<file path="src/rtl/branch_target_predictor.sv">
// Fetch-side branch target predictor with ID-stage misprediction resolution.
// A direct-mapped BTB with per-entry saturating counters predicts the next
// fetch PC; the resolver compares resolved control flow with the fetched PC,
// emits a flush code plus redirect PC, then trains the table and perf counters.
module branch_target_predictor #(
    parameter int WORD_SIZE = 16,
    parameter int IDX_BITS  = 4,
    parameter int CNT_BITS  = 2
) (
    input  logic                 clk,
    input  logic                 reset,
    input  logic [WORD_SIZE-1:0] if_pc,
    output logic [WORD_SIZE-1:0] pred_pc,
    input  logic                 id_valid,
    input  logic                 stall,
    input  logic [WORD_SIZE-1:0] id_pc,
    input  logic [WORD_SIZE-1:0] id_pc_1,
    input  logic                 is_jtype,
    input  logic                 is_branch,
    input  logic                 is_jr,
    input  logic                 br_cond,
    input  logic [WORD_SIZE-1:0] jmp_target,
    input  logic [WORD_SIZE-1:0] br_target,
    input  logic [WORD_SIZE-1:0] jr_target,
    output logic [2:0]           flush_code,
    output logic [WORD_SIZE-1:0] correct_pc,
    output logic [WORD_SIZE-1:0] ctrl_count,
    output logic [WORD_SIZE-1:0] mispred_count
);

    localparam int ENTRIES = 1 << IDX_BITS;
    localparam int TAG_W   = WORD_SIZE - IDX_BITS;

    localparam logic [WORD_SIZE-1:0] ONE_W    = WORD_SIZE'(1);
    localparam logic [WORD_SIZE-1:0] WORD_MAX = '1;
    localparam logic [CNT_BITS-1:0]  CNT_ONE  = CNT_BITS'(1);
    localparam logic [CNT_BITS-1:0]  CNT_MAX  = '1;
    localparam logic [CNT_BITS-1:0]  CNT_WEAK = CNT_ONE << (CNT_BITS - 1);

    localparam logic [2:0] FL_NICE   = 3'd0;
    localparam logic [2:0] FL_JUMP   = 3'd1;
    localparam logic [2:0] FL_BR_TK  = 3'd2;
    localparam logic [2:0] FL_BR_NT  = 3'd3;
    localparam logic [2:0] FL_JR     = 3'd4;
    localparam logic [2:0] FL_FALSE  = 3'd5;

    // Saturating counter helpers
    function automatic logic [CNT_BITS-1:0] cnt_inc(input logic [CNT_BITS-1:0] c);
        return (c == CNT_MAX) ? c : c + CNT_ONE;
    endfunction

    function automatic logic [CNT_BITS-1:0] cnt_dec(input logic [CNT_BITS-1:0] c);
        return (c == '0) ? c : c - CNT_ONE;
    endfunction

    function automatic logic [WORD_SIZE-1:0] word_inc(input logic [WORD_SIZE-1:0] w);
        return (w == WORD_MAX) ? w : w + ONE_W;
    endfunction

    // Table storage: valid/counter are control state, tag/target are data
    logic                 valid_mem  [ENTRIES];
    logic [CNT_BITS-1:0]  cnt_mem    [ENTRIES];
    logic [TAG_W-1:0]     tag_mem    [ENTRIES];
    logic [WORD_SIZE-1:0] target_mem [ENTRIES];

    logic [IDX_BITS-1:0]  if_idx;
    logic [TAG_W-1:0]     if_tag;
    logic [IDX_BITS-1:0]  id_idx;
    logic [TAG_W-1:0]     id_tag;
    logic [WORD_SIZE-1:0] if_pc_1;
    logic                 if_hit;
    logic                 id_hit;
    logic                 q;
    logic                 any_class;

    logic                 wr_en;
    logic                 wr_valid;
    logic [CNT_BITS-1:0]  wr_cnt;
    logic [WORD_SIZE-1:0] wr_target;

    assign if_idx    = if_pc[IDX_BITS-1:0];
    assign if_tag    = if_pc[WORD_SIZE-1:IDX_BITS];
    assign id_idx    = id_pc[IDX_BITS-1:0];
    assign id_tag    = id_pc[WORD_SIZE-1:IDX_BITS];
    assign if_pc_1   = if_pc + ONE_W;
    assign q         = id_valid && !stall;
    assign any_class = is_jtype || is_branch || is_jr;

    assign if_hit = valid_mem[if_idx] && (tag_mem[if_idx] == if_tag);
    assign id_hit = valid_mem[id_idx] && (tag_mem[id_idx] == id_tag);

    // Predict: taken target only on a hit with the counter MSB set
    always_comb begin
        pred_pc = if_pc_1;
        if (if_hit && cnt_mem[if_idx][CNT_BITS-1]) begin
            pred_pc = target_mem[if_idx];
        end
    end

    // Resolve: first mismatch in priority order selects the flush and redirect
    always_comb begin
        flush_code = FL_NICE;
        correct_pc = if_pc_1;
        if (q) begin
            correct_pc = pred_pc;
            if (is_jtype && if_pc != jmp_target) begin
                flush_code = FL_JUMP;
                correct_pc = jmp_target;
            end else if (is_branch && br_cond && if_pc != br_target) begin
                flush_code = FL_BR_TK;
                correct_pc = br_target;
            end else if (is_branch && !br_cond && if_pc != id_pc_1) begin
                flush_code = FL_BR_NT;
                correct_pc = id_pc_1;
            end else if (is_jr && if_pc != jr_target) begin
                flush_code = FL_JR;
                correct_pc = jr_target;
            end else if (!any_class && if_pc != id_pc_1) begin
                flush_code = FL_FALSE;
                correct_pc = id_pc_1;
            end
        end
    end

    // Train: decide which entry write, if any, the resolved instruction causes
    always_comb begin
        wr_en     = 1'b0;
        wr_valid  = 1'b1;
        wr_cnt    = cnt_mem[id_idx];
        wr_target = target_mem[id_idx];
        if (q) begin
            if (is_jtype || is_jr) begin
                wr_en     = 1'b1;
                wr_cnt    = CNT_MAX;
                wr_target = is_jtype ? jmp_target : jr_target;
            end else if (is_branch && id_hit) begin
                wr_en     = 1'b1;
                wr_cnt    = br_cond ? cnt_inc(cnt_mem[id_idx]) : cnt_dec(cnt_mem[id_idx]);
                wr_target = br_target;
            end else if (is_branch && br_cond) begin
                wr_en     = 1'b1;
                wr_cnt    = CNT_WEAK;
                wr_target = br_target;
            end else if (flush_code == FL_FALSE) begin
                wr_en     = 1'b1;
                wr_valid  = 1'b0;
            end
        end
    end

    // Control state: valid bits, counters and perf counters, cleared by reset
    always_ff @(posedge clk or posedge reset) begin
        if (reset) begin
            for (int i = 0; i < ENTRIES; i++) begin
                valid_mem[i] <= 1'b0;
                cnt_mem[i]   <= '0;
            end
            ctrl_count    <= '0;
            mispred_count <= '0;
        end else begin
            if (wr_en) begin
                valid_mem[id_idx] <= wr_valid;
                cnt_mem[id_idx]   <= wr_cnt;
            end
            if (q && any_class) begin
                ctrl_count <= word_inc(ctrl_count);
            end
            if (flush_code != FL_NICE) begin
                mispred_count <= word_inc(mispred_count);
            end
        end
    end

    // Data state: tag and target are only meaningful behind a valid bit
    always_ff @(posedge clk) begin
        if (wr_en && wr_valid) begin
            tag_mem[id_idx]    <= id_tag;
            target_mem[id_idx] <= wr_target;
        end
    end

endmodule

</file>
<file path="config.mk">
export PLATFORM = sky130hd
export DESIGN_NAME = branch_target_predictor
export DESIGN_NICKNAME = d
export VERILOG_FILES = /design/src/rtl/branch_target_predictor.sv
export SDC_FILE = /design/constraint.sdc
export NUM_CORES = 1
export LEC_CHECK = 0
export BUFFER_PORTS_ARGS = -buffer_cell sky130_fd_sc_hd__buf_2
export CELL_PAD_IN_SITES_DETAIL_PLACEMENT = 0
export CELL_PAD_IN_SITES_GLOBAL_PLACEMENT = 1
export CORE_AREA = 5 5 221 223
export DETAILED_ROUTE_END_ITERATION = 10
export DIE_AREA = 0 0 226 228
export PLACE_DENSITY = 0.88
export SYNTH_ARGS = -nofsm -noshare
export SYNTH_HDL_FRONTEND = slang
export SYNTH_SLANG_ARGS = --single-unit
</file>
<file path="constraint.sdc">
create_clock -name clk -period 10.1 [get_ports clk]
set_input_delay 1.01 -clock clk [delete_from_list [all_inputs] [get_ports clk]]
set_output_delay 1.01 -clock clk [all_outputs]
set_load 0.03 [all_outputs]
</file>
# Yosys cells after proc, flatten, opt, wreduce, memory -nomap -nowiden
# Memories as Yosys holds them, arrays and structs flattened.
# Cells that the tools add are included.
dict set report totals {
  reg_bits 80
  ramBits 448
  in_bits 104
  output_inout_bits 67
  elab_cells 141
  mem_count 2
}
# memory words width read_ports rd_ports_with_merged_regs wr line
set memory_table {}
lappend memory_table {target_mem 16 16 1 0 1 64} ;# logic [WORD_SIZE-1:0] target_mem [ENTRIES];
lappend memory_table {tag_mem 16 12 2 0 1 63} ;# logic [TAG_W-1:0] tag_mem [ENTRIES];
dict set report op_classes {
  add_sub_neg 5
  order_cmp 3
  eq_ne 12
  n_mux 55
  bitwise_logic 4
  reduce_logical 26
}
# op count
set ops {}
lappend ops {{2-to-1 mux 16 bit} 12}
lappend ops {{inequality test 16 bit} 4}
lappend ops {{adder 16 x 1 -> 16 bit, second input constant} 3}
lappend ops {{bitwise mux 32 bit} 1}
lappend ops {{equality test 16 bit, second input constant} 2}
lappend ops {{equality test 12 bit} 2}
lappend ops {{2-to-1 mux 2 bit} 12}
lappend ops {{2-to-1 mux 3 bit} 6}
lappend ops {{2-to-1 mux 1 bit} 17}
lappend ops {{binary-select mux 2 bit (select 4 bit)} 2}
lappend ops {{bitwise mux 16 bit} 1}
lappend ops {{logical AND 1 bit} 15}
lappend ops {{greater-or-equal comparator 5 bit, second input constant} 2}
lappend ops {{NOT 4 -> 5 bit} 2}
lappend ops {{binary-select mux 1 bit (select 4 bit)} 2}
lappend ops {{demux 2 bit (select 4 bit)} 1}
lappend ops {{< comparator 5 x 1 -> 1 bit, second input constant} 1}
lappend ops {{demux 1 bit (select 4 bit)} 1}
lappend ops {{inequality test 4 bit, second input constant} 1}
lappend ops {{AND reduction 2 bit} 2}
lappend ops {{equality test 3 bit, second input constant} 1}
lappend ops {{logical NOT 1 bit} 3}
lappend ops {{logical OR 1 bit} 3}
lappend ops {{AND reduction 3 bit} 1}
lappend ops {{other kinds (7)} 8}

# Depth between registers and ports, before layout
dict set report logic_depth {
  depth_word 20
  depth_mapped 16
  depth_no_buf 9
}

# Worst setup path before layout
# OpenSTA, ideal clock, no wires.
dict set report synth_timing {
  path_kind {input port to output port}
  start {input if_pc[1]}
  end {output correct_pc[13]}
  t_arrival_ps 4612
  path_slack_ps 4478
  cell_stages 12
  path_cell_list {buf_2 > buf_1 > mux4_2 > mux4_2 > xnor2_1 > nand2_1 > or4_1 > or4_1 > buf_2 > mux2_4 > o211ai_2 > a21oi_1}
}
dict set report synth_between {
  elab_chain_cells 13
}
# item line
set synth_lines {}
lappend synth_lines {{start: declaration} 12} ;# input logic [WORD_SIZE-1:0] if_pc,
lappend synth_lines {{parallel branches: the longest is 6 deep, another holds memory (16 x 12 bit)} n/a}
lappend synth_lines {{2-to-1 mux 16 bit (*)} 95} ;# if (if_hit && cnt_mem[if_idx][CNT_BITS-1]) begin
lappend synth_lines {{named net pred_pc[13]} 13} ;# output logic [WORD_SIZE-1:0] pred_pc,
lappend synth_lines {{2-to-1 mux 16 bit (*)} 118} ;# end else if (!any_class && if_pc != id_pc_1) begin
lappend synth_lines {{2-to-1 mux 16 bit (*)} 115} ;# end else if (is_jr && if_pc != jr_target) begin
lappend synth_lines {{2-to-1 mux 16 bit (*)} 112} ;# end else if (is_branch && !br_cond && if_pc != id_pc_1) begin
lappend synth_lines {{2-to-1 mux 16 bit (*)} 109} ;# end else if (is_branch && br_cond && if_pc != br_target) begin
lappend synth_lines {{2-to-1 mux 16 bit (*)} 106} ;# if (is_jtype && if_pc != jmp_target) begin
lappend synth_lines {{2-to-1 mux 16 bit (*)} 104} ;# if (q) begin
lappend synth_lines {{end: declaration} 26} ;# output logic [WORD_SIZE-1:0] correct_pc,
# Mark *: on every way through the listed nets, which the timed path passes. The select of a mux whose other input is x is not followed.

# Worst setup path after layout
dict set report layout_timing {
  start {input if_pc[1]}
  end {output correct_pc[15]}
}
dict set report layout_between {
  elab_chain_cells 13
}
# item line
set layout_lines {}
lappend layout_lines {{parallel branches: the longest is 12 deep, another holds memory (16 x 12 bit)} n/a}
lappend layout_lines {{2-to-1 mux 16 bit (*)} 104}
# Every way passes the cells marked *. The select of a mux whose other input is x is not followed.

==> qor.yml <==
status: "finished, final reports clean"
drtAntennaViolNets: 0
ys_warn_count: 0
crit_type: "in2out"
worst_slack_ps: 3570
finalCritPeriodShare: 0.647
clockBufferDepth: 3
synth_edf_count: 448
period_needed_ps: 6530
rr_endpoint: "cnt_mem[19]$_DFFE_PP0P_"
clk_pin_slew_ps: 60
cts_tree: "built"
synth_ff_type: "edfxtp_1"
hold_end: "cnt_mem[0]$_DFFE_PP0P_"
synth_area_per_cell_um2: 15.3
rsz0062_at_grt: "false"
hp-start: "cnt_mem[0]$_DFFE_PP0P_"
rrSetupSlack_ps: 5750
setup.worst_path.start_class: "input pin"
reg2reg_depth: 9
leakage_nw: 10.1
fmax_ghz: 0.153
dieArea_um2: 51500
routabilityCongestion: 0.919
hold_path_class: "reg2reg"
die_w_um: 226
initial_core_util: 0.554
drv_slew: 0
dpl_worst_slack_ps: 3670
setup_viol: 0
seq_area_frac_synth: 0.602
cts_num_sinks: 528
drv_cap: 0
p_per_area_nw_per_um2: 179
core_um2: 46400
grt_pass1_wl_mm: 114
slew_headroom: 0.0330
via_per_inst: 6.79
finalSetupTns_ps: 0
hold_viol_final: 0
cts_resized: 0
dr.first_iter.drc_count: 1997
synthTopCellsByCount: "edfxtp_1, mux4_2, nor2_1"
synth_most_common_cell: "edfxtp_1"
port_buffers: 170
synthTopCellsByArea: "edfxtp_1, mux4_2, dfrtp_1"
postCtsSetupRepairBufs: 0
fin_worst_skew_ps: 28.6
cp_max_fo: 50
yosysTopAreaCell: "edfxtp_1"
cts_root_buf: "clkbuf_16"
io_pins: 171
peakVddDrop_mv: 0.201
area_growth_pct: 13.5
rows: 79
r2r-start: "tag_mem[2][5]$_DFFE_PP_"
netlist_area_um2: 25700
dieHeight_um: 228
final_core_util: 0.629
grt_pass1_vias: 16900
insertion_delay_ps: 610
track_usage: 0.300
wl_per_cell_um: 31.4
cts_max_level: 2
ys_seq_elements: 528
yosysTopAreaCellShare: 0.524
hpwl_mm: 51.2
antenna_found_initial: 6
nets: 1949
drive_gt1_frac: 0.285
end_kind: "output pin"
tightestPinTransition_ps: 1410
arrival_ps: 5520
worstPathRequired_ps: 9090
grt-ovfl-total: 0
routed-via-count: 16900
dr.pass1.iters: 5
syn_nets: 1784
hold_depth: 1
ctsHoldBuffers: 0
synth_cell_types: 62
synthArstFlopShare: 0.152
wirelength_mm: 78.3
cts-buffers-inserted: 52
drc_errors: 0
syn_inst: 1677
grt_max_degree: 81
## metrics by stage
| step | hold WS (ps) | instances | power, mW | area, um^2 |
|---|---|---|---|---|
| floorplan | 452 | 1677 | 3.00 | 25700 |
| global route | 500 | 2493 | 5.39 | 29100 |
| global placement | 465 | 2395 | 3.23 | 27400 |
| CTS | 484 | 2490 | 5.23 | 29100 |
| finish | 483 | 2495 | 5.21 | 29100 |
| detailed placement | 475 | 2395 | 3.25 | 27400 |
## worst max path at each step
stage | from | to | slack [ps]
final | if_pc[1] | correct_pc[15] | 3570
after global routing | if_pc[1] | correct_pc[5] | 3470
after CTS | if_pc[1] | correct_pc[15] | 3650
after detailed placement | if_pc[1] | correct_pc[15] | 3670
after global placement | if_pc[1] | correct_pc[15] | 3700
after floorplan | if_pc[1] | correct_pc[13] | 4480
## layout make-up
class | count | area, um^2
Multi-Input combinational cell | 1002 | 9770
Clock inverter | 32 | 389
Clock buffer | 63 | 1340
Inverter | 31 | 119
Fill cell | 3299 | 17200
Antenna cell | 5 | 12.5
Timing Repair Buffer | 227 | 1290
Tap cell | 607 | 759
Sequential cell | 528 | 15500
## sequential cells by signal, indices dropped and copies added (netlist names)
| signal | cells |
|---|---|
| valid_mem | 16 |
| target_mem | 256 |
| cnt_mem | 32 |
| tag_mem | 192 |
| ctrl_count | 16 |
| mispred_count | 16 |
## metal layers
| layer | routed length (um) | global-route usage |
|---|---|---|
| met5 | 17 | 0 |
| met3 | 7680 | 0.0691 |
| met2 | 38000 | 0.483 |
| met4 | 4420 | 0.139 |
| met1 | 28200 | 0.391 |
## power breakdown
group / switching, mW / internal, mW
sequential: 0.0733 / 2.46
combinational: 0.425 / 0.264
clock: 0.838 / 1.16
total: 1.34 / 3.88
## cells by family after synthesis
kind of cell	share of synthesized area
buffers and inverters	0.0238
xor gates and xnor gates	0.0461
AOI/OAI and AO/OA	0.0642
DFF	0.602
adders and majority gates	0.00224
muxes	0.201
and+or+nand+nor	0.0608
## layout by cell type (no fill, tap or decap), types with 17 or more instances in the layout
master,netlist,routed
a21oi_1,43,42
a22oi_1,17,17
a31oi_1,22,22
buf_2,29,168
buf_4,4,58
clkbuf_16,0,52
dfrtp_1,80,80
edfxtp_1,448,448
inv_1,29,28
mux2_1,22,22
mux2i_1,72,72
mux4_2,178,178
nand2_1,80,80
nand3_1,32,32
nand4_1,22,22
nor2_1,86,78
o211ai_1,26,26
o21ai_0,57,57
o22ai_1,32,32
xnor2_1,68,68
xor2_1,67,67
## critical path: stages
cell,delay [ps]
buf_4,560
buf_4,750
xor2_1,140
nor4_1,460
nand4_1,200
nand3_1,700
nand2_1,670
nor2_1,350
a31oi_1,110
o22ai_1,280
buf_2,260
(Power assumes the default switching activity.)
